### config.mk
export PLATFORM = sky130hd
export DESIGN_NAME = fifo_seq
export DESIGN_NICKNAME = d
export VERILOG_FILES = /design/src/rtl/fifo_seq_pkg.sv /design/src/rtl/fifo_seq_sync2.sv /design/src/rtl/fifo_seq.sv
export SDC_FILE = /design/constraint.sdc
export NUM_CORES = 1
export LEC_CHECK = 0
export CAP_MARGIN = 15
export CORE_MARGIN = 2
export CORE_UTILIZATION = 42
export CTS_CLUSTER_DIAMETER = 60
export DETAILED_ROUTE_END_ITERATION = 8
export PLACE_DENSITY = 0.74
export SYNTH_ARGS = -nofsm -noshare
export SYNTH_HDL_FRONTEND = slang
export SYNTH_SLANG_ARGS = --single-unit
### constraint.sdc
create_clock -name clk_in -period 1.5 [get_ports clk_in]
set_input_delay 0.3 -clock clk_in [delete_from_list [all_inputs] [get_ports clk_in]]
set_output_delay 0.3 -clock clk_in [all_outputs]
set_load 0.005 [all_outputs]
### src/rtl/fifo_seq_pkg.sv
// ---------------------------------------------------------------------------
// fifo_seq_pkg
// Shared types and defaults for the FT245 FIFO sequencer.
//   state_t   : sequencer FSM states
//   grant_t   : which path won the last arbitration
//   DEF_*     : default strobe / recovery timing in clk_in cycles
//   upcase()  : folds ASCII 'a'..'z' to 'A'..'Z' (used when
//               FIFO_SEQ_UPCASE_EN is defined in fifo_seq)
// ---------------------------------------------------------------------------
package fifo_seq_pkg;

    localparam int DATA_W         = 7;
    localparam int DEF_RD_CYCLES  = 3;
    localparam int DEF_WR_CYCLES  = 2;
    localparam int DEF_REC_CYCLES = 4;

    typedef enum logic [2:0] {
        ST_IDLE      = 3'd0,
        ST_RD_STROBE = 3'd1,
        ST_WR_SETUP  = 3'd2,
        ST_WR_STROBE = 3'd3,
        ST_WR_HOLD   = 3'd4,
        ST_RECOVER   = 3'd5
    } state_t;

    typedef enum logic {
        GRANT_RD = 1'b0,
        GRANT_WR = 1'b1
    } grant_t;

    function automatic logic [DATA_W-1:0] upcase(input logic [DATA_W-1:0] b);
        if (b >= 7'h61 && b <= 7'h7A) begin
            return b & ~7'h20;
        end
        return b;
    endfunction

endpackage

### src/rtl/fifo_seq_sync2.sv
// ---------------------------------------------------------------------------
// sync2
// Two-flop synchroniser for one asynchronous input.
//   clk_in : system clock
//   reset  : synchronous active-high reset, loads both flops with RST_VAL
//   d      : asynchronous input
//   q      : synchronised output (2 cycles of latency)
// ---------------------------------------------------------------------------
module sync2 #(
    parameter logic RST_VAL = 1'b0
) (
    input  logic clk_in,
    input  logic reset,
    input  logic d,
    output logic q
);

    logic meta_reg;
    logic q_reg;

    always_ff @(posedge clk_in) begin
        if (reset) begin
            meta_reg <= RST_VAL;
            q_reg    <= RST_VAL;
        end else begin
            meta_reg <= d;
            q_reg    <= meta_reg;
        end
    end

    assign q = q_reg;

endmodule

### src/rtl/fifo_seq.sv
// ---------------------------------------------------------------------------
// fifo_seq
// Clocked sequencer between an FT245-style USB FIFO and the PIA.
// Reads host bytes into the keyboard port (PA/CA1/CA2) and writes display
// bytes from PB (CB2/CB1) to the FIFO, arbitrating fairly between the two.
//
// Ports
//   clk_in, reset               : clock, synchronous active-high reset
//   fifo_rxf_n, fifo_txe_n      : FIFO status (async, active low)
//   fifo_rd_n, fifo_wr_n        : FIFO strobes (active low, registered)
//   fifo_data_i / _o / _oe      : FIFO data bus in, drive value, drive enable
//   kbd_data, kbd_strobe        : keyboard byte and one-cycle "new byte" pulse
//   kbd_ack                     : keyboard consumed byte (async, rising edge)
//   dsp_data, dsp_valid         : display byte and its valid level (async)
//   dsp_ack                     : one-cycle "byte sent" pulse
//
// Build option: define FIFO_SEQ_UPCASE_EN to fold lower-case ASCII read from
// the FIFO to upper case before it reaches kbd_data. Timing is unchanged.
// ---------------------------------------------------------------------------
module fifo_seq
    import fifo_seq_pkg::*;
#(
    parameter int RD_CYCLES  = DEF_RD_CYCLES,
    parameter int WR_CYCLES  = DEF_WR_CYCLES,
    parameter int REC_CYCLES = DEF_REC_CYCLES
) (
    input  logic              clk_in,
    input  logic              reset,
    input  logic              fifo_rxf_n,
    input  logic              fifo_txe_n,
    output logic              fifo_rd_n,
    output logic              fifo_wr_n,
    input  logic [DATA_W-1:0] fifo_data_i,
    output logic [DATA_W-1:0] fifo_data_o,
    output logic              fifo_data_oe,
    output logic [DATA_W-1:0] kbd_data,
    output logic              kbd_strobe,
    input  logic              kbd_ack,
    input  logic [DATA_W-1:0] dsp_data,
    input  logic              dsp_valid,
    output logic              dsp_ack
);

    localparam int MAX_RW  = (RD_CYCLES > WR_CYCLES) ? RD_CYCLES : WR_CYCLES;
    localparam int MAX_CYC = (MAX_RW > REC_CYCLES) ? MAX_RW : REC_CYCLES;
    localparam int CNT_W   = $clog2(MAX_CYC + 1);

    // Counters load "cycles - 1" and the state ends when they reach zero.
    localparam logic [CNT_W-1:0] RD_LOAD  = CNT_W'(RD_CYCLES - 1);
    localparam logic [CNT_W-1:0] WR_LOAD  = CNT_W'(WR_CYCLES - 1);
    localparam logic [CNT_W-1:0] REC_LOAD = CNT_W'(REC_CYCLES - 1);

    // Synchroniser lanes: 0 rxf_n, 1 txe_n, 2 kbd_ack, 3 dsp_valid.
    localparam logic [3:0] SYNC_RST = 4'b0011;

    logic [3:0] sync_in;
    logic [3:0] sync_out;
    logic       rxf_s;
    logic       txe_s;
    logic       kbd_ack_s;
    logic       dsp_valid_s;

    assign sync_in = {dsp_valid, kbd_ack, fifo_txe_n, fifo_rxf_n};

    generate
        for (genvar gi = 0; gi < 4; gi++) begin : g_sync
            sync2 #(
                .RST_VAL (SYNC_RST[gi])
            ) u_sync (
                .clk_in (clk_in),
                .reset  (reset),
                .d      (sync_in[gi]),
                .q      (sync_out[gi])
            );
        end
    endgenerate

    assign rxf_s       = sync_out[0];
    assign txe_s       = sync_out[1];
    assign kbd_ack_s   = sync_out[2];
    assign dsp_valid_s = sync_out[3];

    state_t             state_reg;
    logic [CNT_W-1:0]   cnt_reg;
    grant_t             last_grant_reg;
    logic               kbd_full_reg;
    logic               dsp_busy_reg;
    logic               kbd_ack_prev_reg;
    logic               rd_n_reg;
    logic               wr_n_reg;
    logic               oe_reg;
    logic [DATA_W-1:0]  data_o_reg;
    logic [DATA_W-1:0]  kbd_data_reg;
    logic               kbd_strobe_reg;
    logic               dsp_ack_reg;

    logic               rd_ok;
    logic               wr_ok;
    logic [DATA_W-1:0]  kbd_byte;

    assign rd_ok = !rxf_s && !kbd_full_reg;
    assign wr_ok = !txe_s && dsp_valid_s && !dsp_busy_reg;

`ifdef FIFO_SEQ_UPCASE_EN
    assign kbd_byte = upcase(fifo_data_i);
`else
    assign kbd_byte = fifo_data_i;
`endif

    always_ff @(posedge clk_in) begin
        if (reset) begin
            state_reg        <= ST_IDLE;
            cnt_reg          <= '0;
            last_grant_reg   <= GRANT_WR;
            kbd_full_reg     <= 1'b0;
            dsp_busy_reg     <= 1'b0;
            kbd_ack_prev_reg <= 1'b0;
            rd_n_reg         <= 1'b1;
            wr_n_reg         <= 1'b1;
            oe_reg           <= 1'b0;
            data_o_reg       <= '0;
            kbd_data_reg     <= '0;
            kbd_strobe_reg   <= 1'b0;
            dsp_ack_reg      <= 1'b0;
        end else begin
            kbd_strobe_reg   <= 1'b0;
            dsp_ack_reg      <= 1'b0;
            kbd_ack_prev_reg <= kbd_ack_s;

            // Flag clears come first so that a set later in the FSM wins.
            if (kbd_full_reg && kbd_ack_s && !kbd_ack_prev_reg) begin
                kbd_full_reg <= 1'b0;
            end
            if (!dsp_valid_s) begin
                dsp_busy_reg <= 1'b0;
            end

            case (state_reg)
                ST_IDLE: begin
                    // On a tie the path that did not win last time goes first.
                    if (rd_ok && (!wr_ok || last_grant_reg == GRANT_WR)) begin
                        state_reg      <= ST_RD_STROBE;
                        rd_n_reg       <= 1'b0;
                        cnt_reg        <= RD_LOAD;
                        last_grant_reg <= GRANT_RD;
                    end else if (wr_ok) begin
                        state_reg      <= ST_WR_SETUP;
                        data_o_reg     <= dsp_data;
                        oe_reg         <= 1'b1;
                        cnt_reg        <= '0;
                        last_grant_reg <= GRANT_WR;
                    end
                end
                ST_RD_STROBE: begin
                    if (cnt_reg == '0) begin
                        // Last low cycle: the FIFO data is valid now.
                        rd_n_reg       <= 1'b1;
                        kbd_data_reg   <= kbd_byte;
                        kbd_strobe_reg <= 1'b1;
                        kbd_full_reg   <= 1'b1;
                        cnt_reg        <= REC_LOAD;
                        state_reg      <= ST_RECOVER;
                    end else begin
                        cnt_reg <= cnt_reg - CNT_W'(1);
                    end
                end
                ST_WR_SETUP: begin
                    wr_n_reg  <= 1'b0;
                    cnt_reg   <= WR_LOAD;
                    state_reg <= ST_WR_STROBE;
                end
                ST_WR_STROBE: begin
                    if (cnt_reg == '0) begin
                        wr_n_reg     <= 1'b1;
                        dsp_ack_reg  <= 1'b1;
                        dsp_busy_reg <= 1'b1;
                        cnt_reg      <= '0;
                        state_reg    <= ST_WR_HOLD;
                    end else begin
                        cnt_reg <= cnt_reg - CNT_W'(1);
                    end
                end
                ST_WR_HOLD: begin
                    oe_reg    <= 1'b0;
                    cnt_reg   <= REC_LOAD;
                    state_reg <= ST_RECOVER;
                end
                ST_RECOVER: begin
                    if (cnt_reg == '0) begin
                        state_reg <= ST_IDLE;
                    end else begin
                        cnt_reg <= cnt_reg - CNT_W'(1);
                    end
                end
                default: begin
                    state_reg <= ST_IDLE;
                end
            endcase
        end
    end

    assign fifo_rd_n    = rd_n_reg;
    assign fifo_wr_n    = wr_n_reg;
    assign fifo_data_oe = oe_reg;
    assign fifo_data_o  = data_o_reg;
    assign kbd_data     = kbd_data_reg;
    assign kbd_strobe   = kbd_strobe_reg;
    assign dsp_ack      = dsp_ack_reg;

endmodule

# --- Word level (Yosys, flattened, before mapping) ---
# Index checks and enable logic that the tools add are counted.
word_totals:
  regBits: 37
  latch_bits: 0
  mem_bits_rw: 0
  romBits: 0
  word_cells: 95
  n_memories: 0
op_classes:
  addsub: 1
  multipliers: 0
  n_div: 0
  n_lt_le_gt_ge: 0
  eq_ne: 13
  shifts: 0
  muxes: 27
  bitwise_logic: 3
  n_reduce_logical: 30
op_table:
  columns: ["operator", "count"]
  rows:
  - ["case mux 3 bit (6 select lines)", 2]
  - ["two-way mux 3 bit", 10]
  - ["!= test 2 bit, second input constant", 7]
  - ["two-way mux 1 bit", 12]
  - ["AND reduction 3 bit", 4]
  - ["nonzero test 2 bit", 4]
  - ["equality test 3 x 2 -> 1 bit, second input constant", 2]
  - ["equality test 3 bit, second input constant", 2]
  - ["logical AND 1 bit", 6]
  - ["zero test 1 bit", 6]
  - ["zero test 3 bit", 2]
  - ["case mux 1 bit (2 select lines)", 3]
  - ["AND reduction 2 bit", 3]
  - ["nonzero test 6 bit", 1]
  - ["AND reduction 4 bit", 1]
  - ["OR reduction 2 bit", 2]
  - ["equality test 3 x 1 -> 1 bit, second input constant", 1]
  - ["!= test 3 bit, second input constant", 1]
  - ["inverter 1 bit", 3]
  - ["subtractor 3 x 1 -> 3 bit, second input constant", 1]
  - ["logical OR 1 bit", 1]

# --- Depth between registers and ports, before layout ---
# Gate-level depths: netlist of the first run.
depth:
  word_depth: 8
  depth_mapped: 6

# --- By module ---
# From an unflattened synthesis of the first run, not the netlist that was laid out.
unflattened:
  hier_cells: 152
  area_unflattened_um2: 1463.9
by_module_without_submodules:
  columns: ["module", "instances", "cells_each", "area_per_inst_um2"]
  rows:
  - ["fifo_seq", 1, 136, 1253.7]
  - ["sync2", 4, 4, 52.6]

# --- Least setup slack after synthesis of the first run ---
# No wires, ideal clock.
synth_path:
  path_type: "register to register"
  from: "reg g_sync[3].u_sync.q_reg"
  to: "reg data_o_reg[2] (netlist: fifo_data_o[2])"
  t_arrival_ns: 1.470
  required_ns: 1.372
  path_slack_ns: -0.097
  path_stages_with_launch: 6
  path_buffers: 1
  synth_period_minus_slack_ns: 1.597
  cell_sequence: "dfxtp_1 -> or3b_1 -> buf_2 -> a211oi_4 -> mux2i_1 -> nor2_1"
synth_between:
  elab_chain_cells: 7
synth_lines:
  columns: ["element", "line_no", "text"]
  rows:
  - ["start: declaration", "fifo_seq_sync2.sv:19", "logic q_reg;"]
  - ["start signal: assignment", "fifo_seq_sync2.sv:27", "q_reg <= meta_reg;"]
  - ["logical AND 1 bit * (2 in series)", "fifo_seq.sv:102", "assign wr_ok = !txe_s && dsp_valid_s && !dsp_busy_reg;"]
  - ["zero test 1 bit", "fifo_seq.sv:141", "if (rd_ok && (!wr_ok || last_grant_reg == GRANT_WR)) begin"]
  - ["logical OR 1 bit", "fifo_seq.sv:141", null]
  - ["logical AND 1 bit", "fifo_seq.sv:141", null]
  - ["inverter 1 bit (no line)", null, null]
  - ["AND reduction 3 bit (no line) *", null, null]
  - ["end signal: assignment", "fifo_seq.sv:148", "data_o_reg <= dsp_data;"]
  - ["end: declaration", "fifo_seq.sv:92", "logic [DATA_W-1:0] data_o_reg;"]
# Mark *: on every way between the ends. The rest lies on a longest branch, timed or not.
# A chain may end at the register's enable or synchronous reset.

# --- Worst setup path after layout of the first run ---
layout_path:
  from: "reg g_sync[3].u_sync.q_reg"
  to: "reg cnt_reg[1]"
layout_between:
  elab_chain_cells: 7
  elab_cells_between_ends: 9
layout_lines:
  columns: ["element", "line_no", "text"]
  rows:
  - ["logical AND 1 bit * (2 in series)", "fifo_seq.sv:102", null]
  - ["zero test 1 bit", "fifo_seq.sv:141", null]
  - ["logical OR 1 bit", "fifo_seq.sv:141", null]
  - ["logical AND 1 bit", "fifo_seq.sv:141", null]
  - ["two-way mux 3 bit or != test 3 bit (tied branches)", null, null]
  - ["case mux 3 bit (6 select lines) or AND reduction 3 bit (tied branches)", null, null]
  - ["end signal: assignment", "fifo_seq.sv:164", "cnt_reg <= cnt_reg - CNT_W'(1);"]
  - ["end signal: assignment", "fifo_seq.sv:180", "cnt_reg <= cnt_reg - CNT_W'(1);"]
  - ["end signal: assignment", "fifo_seq.sv:192", "cnt_reg <= cnt_reg - CNT_W'(1);"]
  - ["end: declaration", "fifo_seq.sv:84", "logic [CNT_W-1:0] cnt_reg;"]
# Marks and branches as above.

==> results of run 1 <==
-- routing by layer --
layer  wire (um)  part of all wire [%]  track usage, %
met5           0                     0               0
met4         102                   2.8           7.222
met3         225                   6.2           6.607
met2        1788                    50           30.98
met1        1488                    41           19.26
-- power by group through the flow --
stage               registers (W)  logic [W]  clock network, W
finish                    0.00112   0.000836          0.000721
global route              0.00113   0.000904          0.000782
CTS                       0.00111   0.000672          0.000741
detailed placement        0.00113   0.000649                 0
global placement          0.00112   0.000627                 0
floorplan                 0.00112   0.000372                 0
-- kinds of logic after synthesis --
group / Yosys count / share of synthesized area (%)
AND/OR/NAND/NOR: 54 / 19.22
flip-flops: 37 / 50.56
AO/OA/AOI/OAI: 30 / 13.75
buffers and inverters: 16 / 4.526
multiplexers: 15 / 10.25
adder cells (fa/ha/maj): 2 / 1.708
-- metrics by stage --
stage	cell area [sq um]	TNS, ns	power (W)	utilization, %	worst slack, ns
2_1_floorplan	1465	-0.6822	0.001489	-	-0.09749
3_3_place_gp	2007	0	0.001747	60.14	0.0007029
3_5_place_dp	2007	-0.1588	0.001776	60.14	-0.04555
4_1_cts	2133	-0.04165	0.002523	63.93	-0.01780
5_1_grt	2311	-0.8018	0.002817	69.25	-0.1279
6_report	2311	-0.07925	0.002678	69.25	-0.03608
-- path summary, 6_finish.rpt --
kind,startpoint,cells past startpoint,end,slack (ns)
setup / recovery,g_sync[3].u_sync.q$_SDFF_PP0_,5,cnt_reg[1]$_SDFFE_PP0P_,-0.04
hold / removal,g_sync[0].u_sync.meta_reg$_SDFF_PP1_,1,g_sync[0].u_sync.q$_SDFF_PP1_,0.43
setup reg to reg,g_sync[3].u_sync.q$_SDFF_PP0_,5,cnt_reg[1]$_SDFFE_PP0P_,-0.04
hold reg to reg,g_sync[0].u_sync.meta_reg$_SDFF_PP1_,1,g_sync[0].u_sync.q$_SDFF_PP1_,0.43
-- worst register-to-register path, stage by stage (launching register included) --
cell      delay (ns)
dfxtp_2         0.34
or3b_4          0.40
buf_4           0.16
nand3b_1        0.14
a21oi_1         0.10
a311oi_1        0.28
-- synthesized netlist by cell type (2+ instances only) --
| cell | instances | area [sq um] |
|---|---|---|
| a211oi_1 | 4 | 30.03 |
| a21oi_1 | 11 | 55.05 |
| a311oi_1 | 2 | 17.52 |
| and3b_1 | 2 | 17.52 |
| buf_2 | 2 | 10.01 |
| clkbuf_1 | 5 | 18.77 |
| dfxtp_1 | 37 | 740.7 |
| ha_1 | 2 | 25.02 |
| inv_1 | 8 | 30.03 |
| mux2i_1 | 15 | 150.1 |
| nand2_1 | 6 | 22.52 |
| nand2b_1 | 3 | 18.77 |
| nor2_1 | 25 | 93.84 |
| nor2b_1 | 5 | 31.28 |
| o21ai_0 | 7 | 35.03 |
| or2_2 | 4 | 25.02 |
-- timing repair --
action,in CTS,in global routing
gates resized for setup,23,31
setup endpoints to repair,29,31
pin swaps,1,6
gates cloned,0,1
setup buffers,2,9
-- final cells by class --
| class | instances | area, sq um |
|---|---|---|
| fill | 272 | 1026 |
| sequential | 37 | 764.5 |
| multi-input combinational | 101 | 718.2 |
| timing repair buffer | 62 | 651.9 |
| tap | 46 | 57.56 |
| clock buffer | 6 | 51.30 |
| clock inverter | 2 | 37.54 |
| inverter | 8 | 30.03 |
==> results.toml, run 1 <==
[route]
drt_iter0_markers = 36
num_vias = 1319
routed_wl_mm = 3.605
ant_nets = 0
post_drt_wl_per_cell_um = 13.76
vias_per_cell = 5.034
drtPass1Iterations = 4
drc = 0

[timing]
tightest_slew_ns = 0.3349
holdWs_ns = 0.4311
setup_slack_ns = -0.03608
hold_viol = 0
relSlewSlack_pct = 77.59
skew_ns = 0.002349
setup-violations-final = 4
min_period_ns = 1.536
fin_crit_sh_pct = 102.4
slew_violations = 0
grt_setup_unrepaired = "true"
timing.fmax_mhz = 651.0

[synthesis]
yosys.cell_types.count = 32
synth_cells = 154
synth_nets = 176
synth-seq-area-share_pct = 50.56
synth-edff-count = 0
avgSynthCellArea_sq_um = 9.514
synthFlopType = "dfxtp_1"
synth_seq_cells = 37
yosys_warnings = 0
synth.cell_area_sq_um = 1465
ys_async_sr_fraction_pct = 0

[die]
start_util_pct = 43.91
core_area_sq_um = 3337
row_count = 21
io_pins = 39
die_area_sq_um = 3977
fp.dieW_um = 63.07
fp.dieH_um = 63.07

[pwr]
intPower_w = 0.001929
p_sw_w = 0.0007495
power-per-cell-area_nw_per_um2 = 1159
irDropWorstVdd_v = 0.0006730
p_seq_share_pct = 41.9
power_leakage_nw = 1.097
switching_share_pct = 27.99
combPwrFrac_pct = 31.2
pwr-share-clk_pct = 26.9

[worst_setup_path]
critPathLaunchType = "register"
path_buf_inv = 1
cp.required_ns = 1.73
path_class = "register to register"
slowest_delay_ns = 0.40
slowest_stage = "or3b_4"
path_max_fanout = 4
cp_top_family = "simple AND/OR/NAND/NOR gates"
cp_cell_sequence = "or3b_4 > buf_4 > nand3b_1 > a21oi_1 > a311oi_1"
worst_ep_arrival_time_ns = 1.76
critPathCaptureType = "register"

[cts]
clk_path_buf_depth = 2
root_buffer = "clkbuf_4"
htree_levels = 2
clk_latency_ns = 0.34
cts_tree = "yes"
cts_hold_buf = 0
cts_buffers = 5
cts.clk_slew.worst_paths_ns = 0.11
cts_num_sinks = 37

[global_routing]
grt_usage_pct = 17.74
grt_max_degree = 29
grt_first_pass_wirelength_mm = 5.554
grt_pass1_vias = 1289
antenna_found_initial = 0
grt.overflow.total = 0

[final_layout]
fin_cells = 262
syn2layout_area_growth_pct = 57.73
final_common_cell = "nor2_1"
final_cell_mix = "25 x nor2_1, 21 x clkdlybuf4s50_1, 19 x dfxtp_2"
fin_nets = 237
insertedDiodeCount = 0
drive_gt1_share_pct = 32.87

[flow_run]
drv_cap = 0

[placed_design]
dp_hpwl_mm = 2.398
place_inst = 242
place_congestion = 0.9142
io_buffer_count = 38

[status]
outcome = "complete, but fails checks"
violations = "setup timing"

[worst_hold_path]
worstHoldPathType = "register to register"
Note: power is estimated with default switching activity, not from simulation.
==> run 2: changes to the inputs <==
- ABC_CLOCK_PERIOD_IN_PS: unset -> 1500
- SKIP_CTS_REPAIR_TIMING: unset -> 1
==> results.toml, run 2 (synthesis results as in run 1) <==
[final_layout]
fin_nets = 235
insertedDiodeCount = 0
drive_gt1_share_pct = 33.64
final_cell_mix = "24 x nor2_1, 22 x clkdlybuf4s50_1, 20 x dfxtp_2"
syn2layout_area_growth_pct = 59.01
stdcell_area_sq_um = 2330
utilization_pct = 69.82
final_common_cell = "nor2_1"
nFillCells = 266

[die]
die_area_sq_um = 3977
fp.dieH_um = 63.07
row_count = 21
io_pins = 39
start_util_pct = 43.91
core_area_sq_um = 3337
fp.dieW_um = 63.07

[worst_setup_path]
timing.rr.end = "fifo_data_o[4]$_SDFFE_PP0P_"
critPathCaptureType = "register"
path_class = "register to register"
cp.required_ns = 1.74
path_max_fanout = 8
critPathLaunchType = "register"
r2r-start = "state_reg[0]$_SDFFE_PP0P_"
worst_ep_arrival_time_ns = 1.77
r2r_slack_ns = -0.03
reg2reg_depth = 5

[cts]
cts_num_sinks = 37
cts_tree = "yes"
root_buffer = "clkbuf_4"
clk_latency_ns = 0.33
htree_levels = 2
cts.clk_slew.worst_paths_ns = 0.11
clk_path_buf_depth = 2
cts_buffers = 5

[pwr]
power_leakage_nw = 1.153
irDropWorstVdd_v = 0.0006283
power-per-cell-area_nw_per_um2 = 1163

[route]
routed_wl_mm = 3.629
drt_iter0_markers = 69
ant_nets = 0
vias_per_cell = 5.035
num_vias = 1309
post_drt_wl_per_cell_um = 13.96
drtPass1Iterations = 4
drc = 0

[timing]
tns_ns = -0.07536
relSlewSlack_pct = 75.26
hold_viol = 0
timing.fmax_mhz = 654.2
setup_slack_ns = -0.02850
min_period_ns = 1.529
skew_ns = 0.005984
tightest_slew_ns = 0.3686
fin_crit_sh_pct = 101.9
slew_violations = 0
grt_setup_unrepaired = "true"
setup-violations-final = 4

[global_routing]
grt_max_degree = 29
grt_first_pass_wirelength_mm = 5.471
grt_usage_pct = 17.48
grt_pass1_vias = 1274
grt.overflow.total = 0
antenna_found_initial = 0

[status]
outcome = "complete, but fails checks"
violations = "setup timing"

[worst_hold_path]
hp-start = "g_sync[0].u_sync.meta_reg$_SDFF_PP1_"
worstHoldPathType = "register to register"
worst_hold_path.endpoint = "g_sync[0].u_sync.q$_SDFF_PP1_"
hold_path_depth = 1

[placed_design]
dpl-instance-area_sq_um = 2007
io_buffer_count = 38
place_congestion = 0.9142
dp_hpwl_mm = 2.398

[flow_run]
drv_cap = 0
[run 2: cell types whose count changed in the layout (fill, tap and decap cells not counted), moves of 2 or more]
cell            change
dfxtp_1             -2
dlygate4sd2_1       -6
buf_4               -2
dlymetal6s2s_1      +5
[run 2: metal layers]
layer | GRT usage (%) | routed length [um] | up-vias
li1 | - | - | 640
met1 | 18.58 | 1479 | 615
met2 | 30.85 | 1872 | 42
met3 | 6.607 | 186 | 12
met4 | 7.222 | 91 | 0
met5 | 0 | 0 | -
[run 2: critical path: stages (launching register included)]
cell and delay, ns:
dfxtp_4 0.36, or3_4 0.38, a211oi_4 0.25, buf_12 0.16, mux2i_2 0.21, nor2_1 0.07
[run 2: final cells by class]
class                   count  area [sq um]  area share, %
flip-flops and latches     37         769.5          33.03
multi-input cells         101         726.9          31.20
repair buffers             60         656.9          28.20
well taps                  46         57.56          2.470
clock buffers               6         51.30          2.202
clock inverters             2         37.54          1.611
inverters                   8         30.03          1.289
[run 2: how the worst max path moves through the flow]
stage | from | endpoint | slack [ns] | depth (start not counted)
after floorplan | g_sync[3].u_sync.q$_SDFF_PP0_ | fifo_data_o[2]$_SDFFE_PP0P_ | -0.1 | 5
after global placement | g_sync[3].u_sync.q$_SDFF_PP0_ | fifo_data_o[1]$_SDFFE_PP0P_ | 0.0007 | 5
after detailed placement | cnt_reg[1]$_SDFFE_PP0P_ | cnt_reg[0]$_SDFFE_PP0P_ | -0.05 | 6
after CTS | cnt_reg[0]$_SDFFE_PP0P_ | cnt_reg[0]$_SDFFE_PP0P_ | -0.07 | 6
after global routing | g_sync[3].u_sync.q$_SDFF_PP0_ | cnt_reg[1]$_SDFFE_PP0P_ | -0.1 | 5
final | state_reg[0]$_SDFFE_PP0P_ | fifo_data_o[4]$_SDFFE_PP0P_ | -0.03 | 5
[run 2: per-stage QoR]
stage	hold slack, ns	total power, W	std cells	setup slack, ns
final	0.4287	0.002710	260	-0.02850
after global routing	0.4506	0.002852	260	-0.09977
after CTS	0.4349	0.002500	250	-0.07358
after detailed placement	0.4096	0.001776	242	-0.04555
after global placement	0.3931	0.001747	242	0.0007029
after floorplan	0.3895	0.001489	154	-0.09749
[run 2: power by group]
| group | switching [W] | internal (W) | total (W) |
|---|---|---|---|
| Sequential | 0.0000423 | 0.00107 | 0.00111 |
| Clock | 0.000319 | 0.000396 | 0.000715 |
| Combinational | 0.000400 | 0.000483 | 0.000882 |
| Total | 0.000761 | 0.00195 | 0.00271 |
==> run 3: changes to the inputs <==
- CORE_UTILIZATION: 42 -> 30
- CTS_CLUSTER_DIAMETER: 60 -> 150
- PLACE_DENSITY: 0.74 -> unset
==> results.toml, run 3 (synthesis results as in run 1) <==
[route]
drc = 0
num_vias = 1236
ant_nets = 0
vias_per_cell = 4.399
routed_wl_mm = 3.133
drtPass1Iterations = 4
post_drt_wl_per_cell_um = 11.15
drt_iter0_markers = 57

[timing]
grt_setup_unrepaired = "true"
setup-violations-final = 0
min_period_ns = 1.478
timing.fmax_mhz = 676.8
holdWs_ns = 0.4140
slew_violations = 0
relSlewSlack_pct = 78.63
tightest_slew_ns = 0.3194
hold_viol = 0
fin_crit_sh_pct = 98.50
skew_ns = 0.007303

[pwr]
p_seq_share_pct = 40.7
power-per-cell-area_nw_per_um2 = 1234
intPower_w = 0.002021
combPwrFrac_pct = 27.0
power_leakage_nw = 0.8635
p_sw_w = 0.0007276
pwr-share-clk_pct = 32.4
irDropWorstVdd_v = 0.0006566
switching_share_pct = 26.47

[final_layout]
insertedDiodeCount = 0
drive_gt1_share_pct = 21.96
stdcell_area_sq_um = 2227
syn2layout_area_growth_pct = 52.01
fin_nets = 235
final_cell_mix = "38 x clkdlybuf4s50_1, 35 x dfxtp_1, 25 x nor2_1"
final_common_cell = "clkdlybuf4s50_1"

[die]
io_pins = 39
die_area_sq_um = 5459
fp.dieW_um = 73.89
row_count = 25
core_area_sq_um = 4723
fp.dieH_um = 73.89
start_util_pct = 31.02

[worst_setup_path]
cp_cell_sequence = "or3_4 > a211oi_4 > buf_4 > mux2i_1 > nor2_1"
path_max_fanout = 9
critPathLaunchType = "register"
cp_top_family = "simple AND/OR/NAND/NOR gates"
cp.required_ns = 1.68
slowest_stage = "or3_4"
path_buf_inv = 1
worst_ep_arrival_time_ns = 1.66
slowest_delay_ns = 0.41
path_class = "register to register"
critPathCaptureType = "register"

[global_routing]
grt_first_pass_wirelength_mm = 5.140
grt_usage_pct = 12.54
grt_pass1_vias = 1201
grt_max_degree = 18
grt.overflow.total = 0
antenna_found_initial = 0

[cts]
htree_levels = 2
cts.clk_slew.worst_paths_ns = 0.07
cts_tree = "yes"
cts_buffers = 5
cts_num_sinks = 37
root_buffer = "clkbuf_8"
clk_path_buf_depth = 2
clk_latency_ns = 0.29

[placed_design]
io_buffer_count = 38
dp_hpwl_mm = 2.311
place_congestion = 0.9315
dpl-instance-area_sq_um = 2071

[flow_run]
drv_cap = 0

[worst_hold_path]
worstHoldPathType = "register to register"

[status]
outcome = "completed"
run 3: area by class of cell:
type / instances / area, sq um
fillers: 464 / 2496
multi-input cells: 101 / 695.7
inverters: 8 / 30.03
repair buffers: 60 / 558.0
clock buffers: 7 / 86.33
flip-flops and latches: 37 / 743.2
clock inverters: 1 / 30.03
well taps: 67 / 83.83
run 3: path summary, 6_finish.rpt:
check	start	endpoint	slack, ns	cells past startpoint
hold / removal	g_sync[1].u_sync.meta_reg$_SDFF_PP1_	g_sync[1].u_sync.q$_SDFF_PP1_	0.41	1
setup / recovery	state_reg[2]$_SDFFE_PP0P_	fifo_data_o[3]$_SDFFE_PP0P_	0.02	5
setup reg to reg	state_reg[2]$_SDFFE_PP0P_	fifo_data_o[3]$_SDFFE_PP0P_	0.02	5
hold reg to reg	g_sync[1].u_sync.meta_reg$_SDFF_PP1_	g_sync[1].u_sync.q$_SDFF_PP1_	0.41	1
run 3: stage by stage:
| stage | setup TNS (ns) | util [%] | setup WS, ns | total power, W | instances |
|---|---|---|---|---|---|
| 6_report | 0 | 47.15 | 0.02248 | 0.002749 | 281 |
| 5_1_grt | -0.4170 | 47.15 | -0.06486 | 0.002904 | 281 |
| 4_1_cts | -0.2838 | 46.30 | -0.07010 | 0.002702 | 281 |
| 3_5_place_dp | -0.08957 | 43.84 | -0.04323 | 0.001809 | 273 |
| 3_3_place_gp | -0.05392 | 43.84 | -0.01727 | 0.001807 | 273 |
| 2_1_floorplan | -0.6822 | - | -0.09749 | 0.001489 | 154 |
run 3: worst register-to-register path: cells and delay by family (launching register included):
kind | cells | cell delay, ns
AND/OR/NAND/NOR | 2 | 0.46
buffers and inverters | 1 | 0.18
flip-flops | 1 | 0.37
multiplexers | 1 | 0.18
AO/OA/AOI/OAI | 1 | 0.18
run 3: power by group through the flow:
stage | Combinational (W) | Sequential [W] | Clock [W]
after detailed placement | 0.000674 | 0.00113 | 0
final | 0.000741 | 0.00112 | 0.000890
after global placement | 0.000674 | 0.00113 | 0
after floorplan | 0.000372 | 0.00112 | 0
after global routing | 0.000813 | 0.00113 | 0.000962
after CTS | 0.000679 | 0.00111 | 0.000911
run 3: per-layer routing:
metal | GRT usage, % | vias up | wire, um
met5 | 0 | - | 0
li1 | - | 639 | -
met3 | 5.213 | 5 | 139
met2 | 19.84 | 19 | 1530
met1 | 15.09 | 573 | 1411
met4 | 4.848 | 0 | 52
==> variant 1, RTL diff (config.mk and constraints of run 2) <==
Encoding of `state_t`: now Gray code (3 bits for 6 states).
--- a/src/rtl/fifo_seq_pkg.sv
+++ b/src/rtl/fifo_seq_pkg.sv
@@ -15,12 +15,12 @@
     localparam int DEF_REC_CYCLES = 4;
 
     typedef enum logic [2:0] {
-        ST_IDLE      = 3'd0,
-        ST_RD_STROBE = 3'd1,
-        ST_WR_SETUP  = 3'd2,
-        ST_WR_STROBE = 3'd3,
-        ST_WR_HOLD   = 3'd4,
-        ST_RECOVER   = 3'd5
+        ST_IDLE      = 3'b000,
+        ST_RD_STROBE = 3'b001,
+        ST_WR_SETUP  = 3'b011,
+        ST_WR_STROBE = 3'b010,
+        ST_WR_HOLD   = 3'b110,
+        ST_RECOVER   = 3'b111
     } state_t;
 
     typedef enum logic {
Check against the original RTL: no difference found for any inputs over 10 cycles, from zero or initial values and one cycle with reset high; not proved beyond that.
==> variant 1 against run 2 <==
- the flow still finishes with violations (setup timing)
- sequential power rose by 12%
- sequential cell count is the same
- synthesized area is 1.3% lower
- maximum frequency down 1.1%
- worst hold slack got worse by 0.0060 ns
- die area shrank 1.2%
- power rose by 24%
- routed wire length decreased by 8.3%
- design area is 6.2% lower
- synthesized cell count grew 5.2%
- setup slack lost 0.016 ns
==> variant 1: results (changes against run 2) <==
The leakage dissipation came to 1.111 nW (-3.6%). The peak supply drop is 824.3 uV (+31%). The instance area at placement came out at 1957 sq um (-2.5%). The global routing usage on met2 is 0.3024 (-0.006091). The share of post-route cells with drive strength above 1 is 0.2884 (-0.04808). The design internal power is 2.165 mW (+11%). The insertion delay to the later sink of the worst-skew pair is 0.35 ns (+0.02 ns).

The via count normalized by instance count is 5.057 (+0.45%). The final clock skew came out at 0.01206 ns (+0.006078 ns). The post-synthesis cell type count is 30 (-6.3%). The met1 usage was 0.2059 (+0.02011). The transition time at the pin with the least slew margin is 0.4095 ns (+0.04095 ns). The standard cell with the maximum stage delay on the critical path is or3b_4. The wire length after detailed routing was 3.327 mm (-8.3%). The cell total after placement is 249 (+2.9%). The final count of negative-setup-slack endpoints is 7 (+3).

The final reports fail on setup timing. The share of the yosys chip area belonging to registers came to 0.5121 (+0.006560). The met3 track demand over resource in global routing came to 0.05225 (-0.01382). The run finished, with violations left. The global-route wire length before repair is 5.526 mm (+1.0%). The fraction of power consumed by combinational cells is 0.422 (+0.096). The combinational power is 1.42 mW (+61%). The via count was 1320 (+0.84%).

The smallest setup slack after layout is -0.04500 ns (-0.01650 ns). Ranked by total cell area, the synthesized netlist is headed by dfxtp_1 51%, a21oi_1 6.2%, mux2i_1 4.8%.
variant 1: worst min path at each step:
stage                                         start  cells past startpoint                  to
after floorplan           g_sync[0].u_sync.meta_reg                      1  g_sync[0].u_sync.q
after global placement    g_sync[0].u_sync.meta_reg                      1  g_sync[0].u_sync.q
after detailed placement  g_sync[0].u_sync.meta_reg                      1  g_sync[0].u_sync.q
after CTS                 g_sync[0].u_sync.meta_reg                      1  g_sync[0].u_sync.q
after global routing      g_sync[1].u_sync.meta_reg                      1  g_sync[1].u_sync.q
final                     g_sync[0].u_sync.meta_reg                      1  g_sync[0].u_sync.q
variant 1: kinds of logic (layout without fill, tap and decap cells):
kind of cell               count (synthesis)  in the layout  synth area share
adders and majority gates                  2              2           0.01730
muxes                                      7              7           0.04844
DFF                                       37             37            0.5121
AOI/OAI and AO/OA                         38             38            0.1687
buffers and inverters                     13             66           0.03373
and+or+nand+nor                           65             65            0.2197
variant 1: final cells by class:
type,instances,area (sq um)
Fill cell,292,1125
Sequential cell,37,767.0
Multi-Input combinational cell,112,700.7
Timing Repair Buffer,54,564.3
Tap cell,46,57.56
Clock inverter,3,43.79
Clock buffer,5,37.54
Inverter,4,15.01
variant 1: layer usage:
| layer | share of wire | vias to the layer above |
|---|---|---|
| li1 | - | 659 |
| met1 | 0.41 | 610 |
| met2 | 0.51 | 46 |
| met3 | 0.069 | 5 |
| met4 | 0.014 | 0 |
| met5 | 0 | - |
variant 1: metrics by stage:
step / setup TNS (ns) / utilization / hold WS [ns]
4_1_cts: -0.8434 / 0.6156 / 0.4235
3_5_place_dp: -0.3718 / 0.5911 / 0.3940
5_1_grt: -0.4296 / 0.6602 / 0.4479
3_3_place_gp: 0 / 0.5911 / 0.3913
2_1_floorplan: -0.3204 / - / 0.3895
6_report: -0.1132 / 0.6602 / 0.4226
==> variant 2, RTL diff (config.mk and constraints of run 2) <==
Made on the original files. Add a define of `FIFO_SEQ_UPCASE_EN`.
--- a/src/rtl/fifo_seq.sv
+++ b/src/rtl/fifo_seq.sv
@@ -17,6 +17,8 @@
 // Build option: define FIFO_SEQ_UPCASE_EN to fold lower-case ASCII read from
 // the FIFO to upper case before it reaches kbd_data. Timing is unchanged.
 // ---------------------------------------------------------------------------
+`define FIFO_SEQ_UPCASE_EN
+
 module fifo_seq
     import fifo_seq_pkg::*;
 #(
Function: changed (Yosys sat finds a counterexample within 10 cycles, from zero or initial values and one cycle with reset high).
==> variant 2 against run 2 <==
- the flow still finishes with violations (setup timing)
- maximum frequency shrank 0.75%
- critical endpoint is now fifo_data_o[5]
- die area grew 2.1%
- setup slack lost 0.012 ns
- routed wire length grew 6.8%
- count of clock-buffer cells in the layout shrank 1
- power grew 37%
- sequential cell count is the same
- design area grew 1.5%
- synthesized area grew 2.2%
==> variant 2: results (changes against run 2) <==
The flow ran to the end, but the final reports show violations. The final reports fail on setup timing. The final clock skew was 0.01286 ns (+0.006875 ns).

The final count of negative-setup-slack endpoints was 9 (+5). The leakage dissipation is 1.172 nW (+1.6%). The H-tree depth is 2 (unchanged).

The DRC marker count from the first detailed-route iteration was 28 (-59%). The cell type with the largest total area after synthesis is dfxtp_1. In the post-synthesis netlist, the biggest area contributors are dfxtp_1 49%, nand2_1 6.0%, a21oi_1 5.3%. The maximum number of pins on one net before global-route repair is 32 (+10%).

The count of synthesis-stage warnings from yosys came out at 0 (unchanged). The worst reg-to-reg path cell count came out at 5 (unchanged). The max-slew headroom at the worst pin is 0.7767 (+0.02409). The worst-case clock buffer depth is 2 (unchanged). The share of the yosys chip area belonging to registers came out at 0.4946 (-0.01098).

The via count normalized by instance count came out at 5.077 (+0.83%). By count the netlist is led by 37 x dfxtp_1, 24 x nand2_1, 17 x nor2_1. The iteration count of the initial detailed-routing pass came out at 4 (unchanged). The timing endpoint of the critical path is fifo_data_o[5].

The global-route wire length before repair is 5.940 mm (+8.6%). The share of post-route cells with drive strength above 1 came out at 0.3246 (-0.01189). The global placement routability congestion is 0.7945 (-13%). The number of buffer cells added on primary ports came out at 38 (unchanged). The detailed placer's ending HPWL is 2.510 mm (+4.7%).

After clock tree synthesis, the clock-pin slew on the worst setup and hold paths is 0.12 ns. The total negative slack for setup checks came out at -0.1593 ns (-0.08398 ns). The number of global-route vias before repair came to 1386 (+8.8%). The total clock buffers created by CTS was 5 (unchanged). The overall track demand over capacity in global routing is 0.1869 (+0.01212). The post-detailed-route wirelength per cell is 14.14 um (+1.3%). The post-synthesis cell type count is 36 (+13%).

The number of nets in the layout came out at 249 (+6.0%). In this run the worst hold path is classified as reg2reg. The smallest setup slack after layout is -0.04004 ns (-0.01153 ns). The maximum fanout along the worst path came out at 7 (-1). The peak supply drop came out at 744.8 uV (+19%). The insertion delay to the later sink of the worst-skew pair came out at 0.35 ns (+0.02 ns). The number of diodes came to 0 (unchanged).

The filler cell count is 257 (-3.4%). In this run the worst setup path begins at g_sync[3].u_sync.q. The clock tree root driver cell is clkbuf_4. The number of antenna violations at the first check in global routing came out at 0 (unchanged).

The total nets after synthesis came out at 190 (+8.0%). The data arrival time at the worst-slack endpoint came out at 1.78 ns. The proportion of synthesized flip-flops having asynchronous set or reset is 0 (unchanged).
-- variant 2: cell count changes in the layout (fill, tap and decap cells not counted), sizes merged, moves of 3 or more --
cell          run 2  this run
nand2             6        24
nor2             25        17
mux2i            15         8
a21oi            11        16
buf              21        24
nor2b             5         8
-- variant 2: worst min-delay path by stage --
stage                                         start                  to  slack [ns]  cells after the start
after floorplan           g_sync[0].u_sync.meta_reg  g_sync[0].u_sync.q        0.39                      1
after global placement    g_sync[1].u_sync.meta_reg  g_sync[1].u_sync.q        0.39                      1
after detailed placement  g_sync[1].u_sync.meta_reg  g_sync[1].u_sync.q        0.39                      1
after CTS                 g_sync[1].u_sync.meta_reg  g_sync[1].u_sync.q        0.42                      1
after global routing      g_sync[1].u_sync.meta_reg  g_sync[1].u_sync.q        0.44                      1
final                     g_sync[1].u_sync.meta_reg  g_sync[1].u_sync.q        0.42                      1
-- variant 2: per-stage QoR --
stage                     instance area, sq um  power [mW]  setup WS, ns  instances
final                                     2364       3.720      -0.04004        274
after floorplan                           1513       1.993      -0.03128        168
after CTS                                 2191       3.538      -0.08031        270
after global routing                      2364       3.917       -0.1088        274
after global placement                    2085       2.596      -0.09549        262
after detailed placement                  2085       2.654       -0.1466        262
-- variant 2: area by class of cell --
cell class,count,area (sq um),share of cell area
clock inverter,3,68.82,0.02912
tap,46,57.56,0.02435
timing repair buffer,62,643.1,0.2721
sequential,37,765.7,0.3240
clock buffer,5,37.54,0.01588
multi-input combinational,115,768.2,0.3250
inverter,6,22.52,0.009529
-- variant 2: metal layers --
layer  vias to the layer above  part of all wire  track usage
met5                         -                 0            0
met4                         0             0.010      0.05707
li1                        689                 -            -
met2                        29              0.51       0.3421
met3                         6             0.039      0.05179
met1                       667              0.44       0.2081
-- variant 2: power breakdown --
group	leakage [nW]	internal [mW]	switching, mW	total (mW)
sequential	0.310	1.15	0.0908	1.24
clock	0.0558	0.524	0.358	0.882
combinational	0.805	0.823	0.773	1.60
-- variant 2: cells by family after synthesis --
family	count (synthesis)	synth area share
fa+ha+maj	2	0.01671
simple gates	66	0.2080
mux	10	0.06851
buf+inv	16	0.05012
flops	37	0.4946
compound gates	37	0.1621
-- variant 2: critical path, cell delays in order (launching register included) --
cell and delay [ns]:
dfxtp_2 0.34, or3b_4 0.40, a211oi_4 0.26, buf_12 0.17, mux2i_2 0.22, nor2_1 0.06
